--- config.mk ---
export PLATFORM = sky130hd
export DESIGN_NAME = bsg_fsb_out_rr_arbiter
export DESIGN_NICKNAME = d
export VERILOG_FILES = /design/src/rtl/bsg_fsb_out_rr_arbiter.sv
export SDC_FILE = /design/constraint.sdc
export NUM_CORES = 1
export LEC_CHECK = 0
export CAP_MARGIN = 20
export CORE_AREA = 2 2 169 171
export DETAILED_ROUTE_END_ITERATION = 6
export DIE_AREA = 0 0 171 173
export SLEW_MARGIN = 0
export SYNTH_ARGS = -nofsm -noshare
export SYNTH_HDL_FRONTEND = slang
export SYNTH_SLANG_ARGS = --single-unit
--- constraint.sdc ---
create_clock -name clk_i -period 1.8 [get_ports clk_i]
set_input_delay 0.36 -clock clk_i [delete_from_list [all_inputs] [get_ports clk_i]]
set_output_delay 0.36 -clock clk_i [all_outputs]
set_load 0.1 [all_outputs]
--- src/rtl/bsg_fsb_out_rr_arbiter.sv ---
// Round-robin arbiter sharing one FSB output channel among num_req_p sources.
// A grant is held for up to max_burst_p words; one idle cycle separates grants.
module bsg_fsb_out_rr_arbiter #(
    parameter int ring_width_p = 80,
    parameter int num_req_p    = 4,
    parameter int max_burst_p  = 4,
    localparam int id_width_lp = (num_req_p > 1) ? $clog2(num_req_p) : 1
) (
    input  logic                              clk_i,
    input  logic                              reset_n_i,
    input  logic                              en_i,
    input  logic [num_req_p-1:0]              req_v_i,
    input  logic [num_req_p*ring_width_p-1:0] req_data_i,
    output logic [num_req_p-1:0]              req_yumi_o,
    output logic                              v_o,
    output logic [ring_width_p-1:0]           data_o,
    input  logic                              yumi_i,
    output logic                              grant_v_o,
    output logic [id_width_lp-1:0]            grant_id_o,
    output logic [15:0]                       sent_count_o
);

    localparam int burst_width_lp = (max_burst_p > 1) ? $clog2(max_burst_p) : 1;

    typedef enum logic {IDLE, GRANT} state_e;

    state_e                    r_state;
    logic [id_width_lp-1:0]    r_ptr;
    logic [id_width_lp-1:0]    r_grant_id;
    logic [burst_width_lp-1:0] r_burst;
    logic [15:0]               r_sent;

    logic [ring_width_p-1:0]   w_words [num_req_p];
    logic [id_width_lp:0]      w_sum;
    logic [id_width_lp-1:0]    w_scan_id;
    logic [id_width_lp-1:0]    w_pick;
    logic [id_width_lp-1:0]    w_next_ptr;
    logic                      w_found;
    logic                      w_granted;
    logic                      w_cur_v;
    logic                      w_fire;
    logic                      w_last;
    logic                      w_release;

    for (genvar k = 0; k < num_req_p; k++) begin : g_words
        assign w_words[k] = req_data_i[k*ring_width_p +: ring_width_p];
    end

    // Scan requesters starting at the rr pointer, wrapping modulo num_req_p.
    always_comb begin
        w_found   = 1'b0;
        w_pick    = '0;
        w_sum     = '0;
        w_scan_id = '0;
        for (int i = 0; i < num_req_p; i++) begin
            w_sum = {1'b0, r_ptr} + (id_width_lp+1)'(i);
            if (w_sum >= (id_width_lp+1)'(num_req_p))
                w_sum = w_sum - (id_width_lp+1)'(num_req_p);
            w_scan_id = w_sum[id_width_lp-1:0];
            if (!w_found && req_v_i[w_scan_id]) begin
                w_found = 1'b1;
                w_pick  = w_scan_id;
            end
        end
    end

    assign w_granted  = (r_state == GRANT);
    assign w_cur_v    = w_granted & req_v_i[r_grant_id];
    assign w_fire     = w_cur_v & yumi_i;
    assign w_last     = (r_burst == burst_width_lp'(max_burst_p - 1));
    assign w_release  = (w_fire & w_last) | ~req_v_i[r_grant_id] | (~en_i & w_fire);
    assign w_next_ptr = (r_grant_id == id_width_lp'(num_req_p - 1)) ? '0
                                                                     : r_grant_id + id_width_lp'(1);

    assign v_o          = w_cur_v;
    assign data_o       = w_granted ? w_words[r_grant_id] : '0;
    assign grant_v_o    = w_granted;
    assign grant_id_o   = r_grant_id;
    assign sent_count_o = r_sent;

    // Only the granted requester sees yumi, and only while its word is offered.
    always_comb begin
        req_yumi_o = '0;
        if (w_fire)
            req_yumi_o[r_grant_id] = 1'b1;
    end

    always_ff @(posedge clk_i or negedge reset_n_i) begin
        if (!reset_n_i) begin
            r_state    <= IDLE;
            r_ptr      <= '0;
            r_grant_id <= '0;
            r_burst    <= '0;
            r_sent     <= '0;
        end else begin
            if (w_fire && (r_sent != 16'hFFFF))
                r_sent <= r_sent + 16'd1;
            case (r_state)
                IDLE: begin
                    if (en_i && w_found) begin
                        r_grant_id <= w_pick;
                        r_burst    <= '0;
                        r_state    <= GRANT;
                    end
                end
                GRANT: begin
                    if (w_fire)
                        r_burst <= r_burst + burst_width_lp'(1);
                    if (w_release) begin
                        r_state <= IDLE;
                        r_ptr   <= w_next_ptr;
                    end
                end
                default: r_state <= IDLE;
            endcase
        end
    end

endmodule

# == Word-level counts from Yosys, hierarchy flattened ==
# Cells that the tools add are included.
# totals
register_bits,23
wordCells,89
inputBits,328
# op_classes
bitwise_logic,10
eq_ne,5
n_lt_le_gt_ge,11
n_reduce_logical,12
muxes,36
add_sub_neg,10
# op_table
cell,count
$mux W80,3
$bmux W80 S2,1
$mux W2,11
$add A16 B1 Y16 const B,1
$ne A16 B16 Y1 const B,1
$lt A2 B3 Y1 const B,5
$ge A3 B3 Y1 const B,4
$mux W1,12
$bmux W1 S2,5
$sub A2 B1 Y2 const B,4
$add A2 B2 Y3 const B,2
$logic_and A1 B1 Y1,6
$reduce_and A2 Y1,3
$add A2 B1 Y2 const B,2
$and A1 B1 Y1,4
$eq A2 B2 Y1 const B,2
$mux W4,1
$pmux W2 S2,1
$add A2 B1 Y3 const B,1
$ge A2 B3 Y1 const B,1
$logic_not A1 Y1,3
$not A1 Y1,3
$not A2 Y3,1
$demux W1 S2,1
other kinds (5),6

# == Depth between registers and ports, before layout ==
# Gate-level depths: netlist of run 1.
# depth
word_depth,17
mapped_depth,6

# == Worst setup path before layout of run 1 ==
# OpenSTA, ideal clock, no wires.
# synth_path
kind,reg-to-output
start,register r_grant_id[1] (netlist: grant_id_o[1])
end,output req_yumi_o[1]
required_ns,1.440
t_arrival_ns,2.913
setup_slack_ns,-1.473
stages_incl_launch_ff,6
n_path_buf,2
cell_sequence,dfrtp_1 buf_2 buf_1 inv_1 ha_1 nor2b_1
# synth_via
elab_chain_cells,5
elab_cells_between_ends,10
classes_between,2 x order compare; 5 x mux; 2 x bitwise; 1 x reduce/logical
# synth_rtl
element,line,rtl
start: declaration,29,logic [id_width_lp-1:0] r_grant_id;
start signal: assignment,101,r_grant_id <= w_pick;
$lt A2 B3 Y1 (implied by the code) (tied with other cells),85,req_yumi_o[r_grant_id] = 1'b1;
$logic_and A1 B1 Y1 (implied by the code) or $mux W1 (tied branches),"85, 68",
$mux W1 (implied by the code) or $and A1 B1 Y1 (tied branches),"85, 68",
$demux W1 S2 or $and A1 B1 Y1 (tied branches),"85, 69",
$mux W4 *,84,if (w_fire)
end: declaration,14,"output logic [num_req_p-1:0] req_yumi_o,"
# Mark *: on every way between the ends. The rest lies on a longest branch, timed or not. The select of a mux whose other input is x is not followed.

# == Worst setup path in the final report of run 1 ==
# layout_path
start,register r_grant_id[0] (netlist: grant_id_o[0])
end,output data_o[70]
# layout_via
elab_chain_cells,5
# layout_rtl
element,line,rtl
$not A2 Y3 (implied by the code),76,assign data_o = w_granted ? w_words[r_grant_id] : '0;
$bmux W80 S2,76,
$mux W80 (implied by the code) (2 in series),76,
$mux W80,76,
end: declaration,16,"output logic [ring_width_p-1:0] data_o,"
# Every way passes these cells. The select of a mux whose other input is x is not followed.

==> results of run 1 <==
[state kept, by name (all words and copies together) (netlist names)]
register      count
grant_id_o        2
grant_v_o         1
r_ptr             2
sent_count_o     16
r_burst           2
[path summary, 6_finish.rpt]
check                                       from                to  slack (ns)  cells after the start
worst max-delay path               grant_id_o[0]        data_o[70]       -0.48                      5
worst min-delay path                   reset_n_i   sent_count_o[0]        0.46                      2
worst max register to register     grant_id_o[0]  sent_count_o[14]       -0.27                      9
worst min register to register  sent_count_o[14]  sent_count_o[14]        0.53                      1
max in group asynchronous              reset_n_i  sent_count_o[11]        1.08                      2
min in group clk_i              sent_count_o[14]  sent_count_o[14]        0.53                      1
[cell families (layout without fill, tap and decap cells)]
logic type	count (synthesis)	after routing	share of synthesized area, %
AOI/OAI and AO/OA	13	13	2.65
xor gates and xnor gates	12	12	2.79
adders and majority gates	6	6	1.99
buffers and inverters	35	490	4.08
DFF	23	23	15.3
muxes	90	90	50.7
other	0	10	0
and+or+nand+nor	137	137	22.6
[repair_timing]
| item | in CTS | in global routing |
|---|---|---|
| hold buffers | 0 | 0 |
| buffers inserted | 2 | 3 |
| cloned | 2 | 4 |
| gates resized for setup | 23 | 18 |
| pin swaps | 2 | 8 |
| endpoints found under the setup margin | 103 | 103 |
[layout by cell type, fill, tap and decap left out, types with 6 or more instances in the layout]
master and instances:
sky130_fd_sc_hd__and2_4 80, sky130_fd_sc_hd__buf_12 116, sky130_fd_sc_hd__buf_4 25, sky130_fd_sc_hd__clkbuf_16 7
sky130_fd_sc_hd__clkdlybuf4s50_1 327, sky130_fd_sc_hd__dfrtp_4 16, sky130_fd_sc_hd__diode_2 10, sky130_fd_sc_hd__ha_1 6
sky130_fd_sc_hd__mux4_2 80, sky130_fd_sc_hd__nand2_1 10, sky130_fd_sc_hd__xor2_1 11
[through the flow]
step	setup slack [ns]	setup TNS (ns)	util, %	area (um2)
2_1_floorplan	-0.356	-25.20	-	4250
3_3_place_gp	-0.327	-25.56	37.0	10200
3_5_place_dp	-0.325	-26.57	37.0	10200
4_1_cts	-0.512	-40.22	38.1	10500
5_1_grt	-0.528	-44.54	38.9	10800
6_report	-0.482	-39.18	38.9	10800
[where the power goes]
part,internal [uW],total [uW],leakage [uW],switching [uW]
logic,8070,18200,0.00377,10100
registers,691,910,0.000273,220
clock network,303,489,0.0000382,187
total,9070,19600,0.00408,10500
[cell type report]
class                      count  area, um2  share of cell area (%)
timing repair buffer         481       6070                    56.4
inverter                       5       25.0                   0.233
antenna                       10       25.0                   0.233
sequential                    23        639                    5.94
multi-input combinational    258       3450                    32.0
clock buffer                   4       78.8                   0.733
tap                          378        473                    4.40
[routing by layer]
metal	wire length, um	part of all wire [%]	up-vias	GRT usage (%)
met5	24	0.098	-	0
met4	263	1.1	4	3.81
met3	2180	8.9	19	4.67
met2	11900	49	228	25.2
met1	10000	41	2378	20.2
li1	-	-	2170	-
==> impl_metrics.xml, run 1 <==
<?xml version="1.0" encoding="UTF-8"?>
<metrics>
  <group name="sta">
    <metric name="tightestPinTransition" unit="ns">0.479</metric>
    <metric name="slew_viol_final" unit="">0</metric>
    <metric name="period_minus_slack" unit="ns">2.28</metric>
    <metric name="finalCritPeriodShare" unit="%">127</metric>
    <metric name="setup_violations" unit="">101</metric>
    <metric name="fin_hold_ws" unit="ns">0.457</metric>
    <metric name="clock_skew" unit="ns">0.00195</metric>
    <metric name="grt_setup_unrepaired" unit="">yes</metric>
    <metric name="timing.slew.headroom" unit="%">67.3</metric>
    <metric name="report.final.hold_viol_count" unit="">0</metric>
    <metric name="timing.final.ws_setup" unit="ns">-0.482</metric>
    <metric name="timing.fmax" unit="GHz">0.438</metric>
  </group>
  <group name="worst_setup_path">
    <metric name="worst_ep_arrival_time" unit="ns">1.92</metric>
    <metric name="crit_path_start_kind" unit="">register</metric>
    <metric name="critPathMaxStageDelay" unit="ns">0.55</metric>
    <metric name="setup.worst_path.end_class" unit="">primary output</metric>
    <metric name="path_max_fanout" unit="">7</metric>
    <metric name="worstPathCellList" unit="">buf_12, buf_16, mux4_2, and2_4, buf_12</metric>
    <metric name="timing.critical_path.max_delay_family" unit="">multiplexers</metric>
    <metric name="critical_path.n_buffers_inverters" unit="">3</metric>
    <metric name="slowest_cell_on_the_critical_path" unit="">sky130_fd_sc_hd__mux4_2</metric>
    <metric name="critical_path_class" unit="">reg2out</metric>
    <metric name="timing.critical_path.mode_cell" unit="">sky130_fd_sc_hd__buf_12</metric>
    <metric name="timing.critical_path.required" unit="ns">1.44</metric>
  </group>
  <group name="place">
    <metric name="buffer_ports.inserted" unit="">431</metric>
    <metric name="dp.final_hpwl" unit="um">21000</metric>
    <metric name="finalWeightedCongestion" unit="">0.861</metric>
    <metric name="placed_cells" unit="">1134</metric>
  </group>
  <group name="power">
    <metric name="finalPower" unit="uW">19600</metric>
    <metric name="ir_worst_vdd" unit="mV">1.17</metric>
    <metric name="leakage" unit="uW">0.00408</metric>
    <metric name="power_density" unit="nW/um2">1820</metric>
  </group>
  <group name="logic_synthesis">
    <metric name="ys_warn_count" unit="">0</metric>
    <metric name="synthesis.area_per_instance" unit="um2">11.9</metric>
    <metric name="synth_top_cells_by_count" unit="">80 x sky130_fd_sc_hd__and2_1, 80 x sky130_fd_sc_hd__mux4_2, 23 x sky130_fd_sc_hd__dfrtp_1</metric>
    <metric name="ys_async_sr_fraction" unit="%">100</metric>
    <metric name="synth_fp_nets" unit="">650</metric>
    <metric name="synth-seq-cells" unit="">23</metric>
    <metric name="top_cells_by_area_synth" unit="">sky130_fd_sc_hd__mux4_2 48%, sky130_fd_sc_hd__dfrtp_1 15%, sky130_fd_sc_hd__and2_1 13%, sky130_fd_sc_hd__xor2_1 2.6%, sky130_fd_sc_hd__mux2_2 2.1%</metric>
    <metric name="post_synth_num_cell_types" unit="">42</metric>
    <metric name="syn-cell-area" unit="um2">3770</metric>
    <metric name="yosysTopAreaCell" unit="">sky130_fd_sc_hd__mux4_2</metric>
    <metric name="postSynthCellCount" unit="">316</metric>
    <metric name="number_of_flops_mapped_to_enable_cells_by_yosys" unit="">0</metric>
    <metric name="synth_top_area_share" unit="%">47.7</metric>
    <metric name="synth-main-ff-cell" unit="">sky130_fd_sc_hd__dfrtp_1</metric>
    <metric name="ys_seq_area_share" unit="%">15.3</metric>
  </group>
  <group name="grt">
    <metric name="grt_max_degree" unit="">85</metric>
    <metric name="wire_length_of_the_first_global_routing_pass" unit="um">34500</metric>
    <metric name="grt.overflow.total" unit="">0</metric>
    <metric name="grt_usage" unit="%">15.6</metric>
    <metric name="first_global_vias" unit="">5039</metric>
    <metric name="antenna_violations_before_repair" unit="">13</metric>
  </group>
  <group name="floorplan">
    <metric name="core-area" unit="um2">27600</metric>
    <metric name="top_level_port_count" unit="">432</metric>
    <metric name="die_area" unit="um2">29600</metric>
    <metric name="initial_cell_density_of_the_core" unit="%">13.7</metric>
    <metric name="placement_rows" unit="">61</metric>
    <metric name="fp.dieW" unit="um">171</metric>
    <metric name="die_y" unit="um">173</metric>
  </group>
  <group name="route">
    <metric name="post_drt_wl_per_cell" unit="um">21.0</metric>
    <metric name="drt-pass1-iter-count" unit="">4</metric>
    <metric name="detailroute.via_count" unit="">4799</metric>
    <metric name="drc_errors" unit="">0</metric>
    <metric name="route.detailed.vias_per_inst" unit="">4.14</metric>
    <metric name="first_iter_violations" unit="">245</metric>
    <metric name="antenna_violating_nets_post_route" unit="">0</metric>
    <metric name="drt-total-wl" unit="um">24400</metric>
  </group>
  <group name="finish">
    <metric name="layout-drive-gt1-share" unit="%">48.2</metric>
    <metric name="area_growth_syn_to_layout" unit="%">185</metric>
    <metric name="filler_cell_count" unit="">2635</metric>
    <metric name="nNetsFinal" unit="">1106</metric>
    <metric name="stdcell_count" unit="">1159</metric>
  </group>
  <group name="clocking">
    <metric name="cts.reportedPaths.clkPinSlew" unit="ns">0.06</metric>
    <metric name="clockRootBuffer" unit="">sky130_fd_sc_hd__clkbuf_16</metric>
    <metric name="clkSinkCount" unit="">23</metric>
    <metric name="tritoncts" unit="">built</metric>
    <metric name="clkLatencyLatePin" unit="ns">0.26</metric>
    <metric name="tritoncts.num_buffers" unit="">3</metric>
    <metric name="clock_tree.htree_level_count" unit="">1</metric>
    <metric name="cts_max_path_buffers" unit="">2</metric>
  </group>
  <group name="min_path">
    <metric name="hold_class" unit="">in2async</metric>
  </group>
  <group name="run_status">
    <metric name="failed_checks" unit="">setup timing</metric>
    <metric name="run_status" unit="">complete, but fails checks</metric>
  </group>
  <group name="flow_run">
    <metric name="max_cap_viols" unit="">0</metric>
  </group>
</metrics>
(Power assumes the default switching activity.)
==> run 2, diff against run 1 <==
--- a/config.mk
+++ b/config.mk
@@ -5,6 +5,7 @@
 export SDC_FILE = /design/constraint.sdc
 export NUM_CORES = 1
 export LEC_CHECK = 0
+export ABC_CLOCK_PERIOD_IN_PS = 1800
 export CAP_MARGIN = 20
 export CORE_AREA = 2 2 169 171
 export DETAILED_ROUTE_END_ITERATION = 6
==> results of run 2 <==
Same layout as run 1: the final DEF is identical, and so are final timing and power.
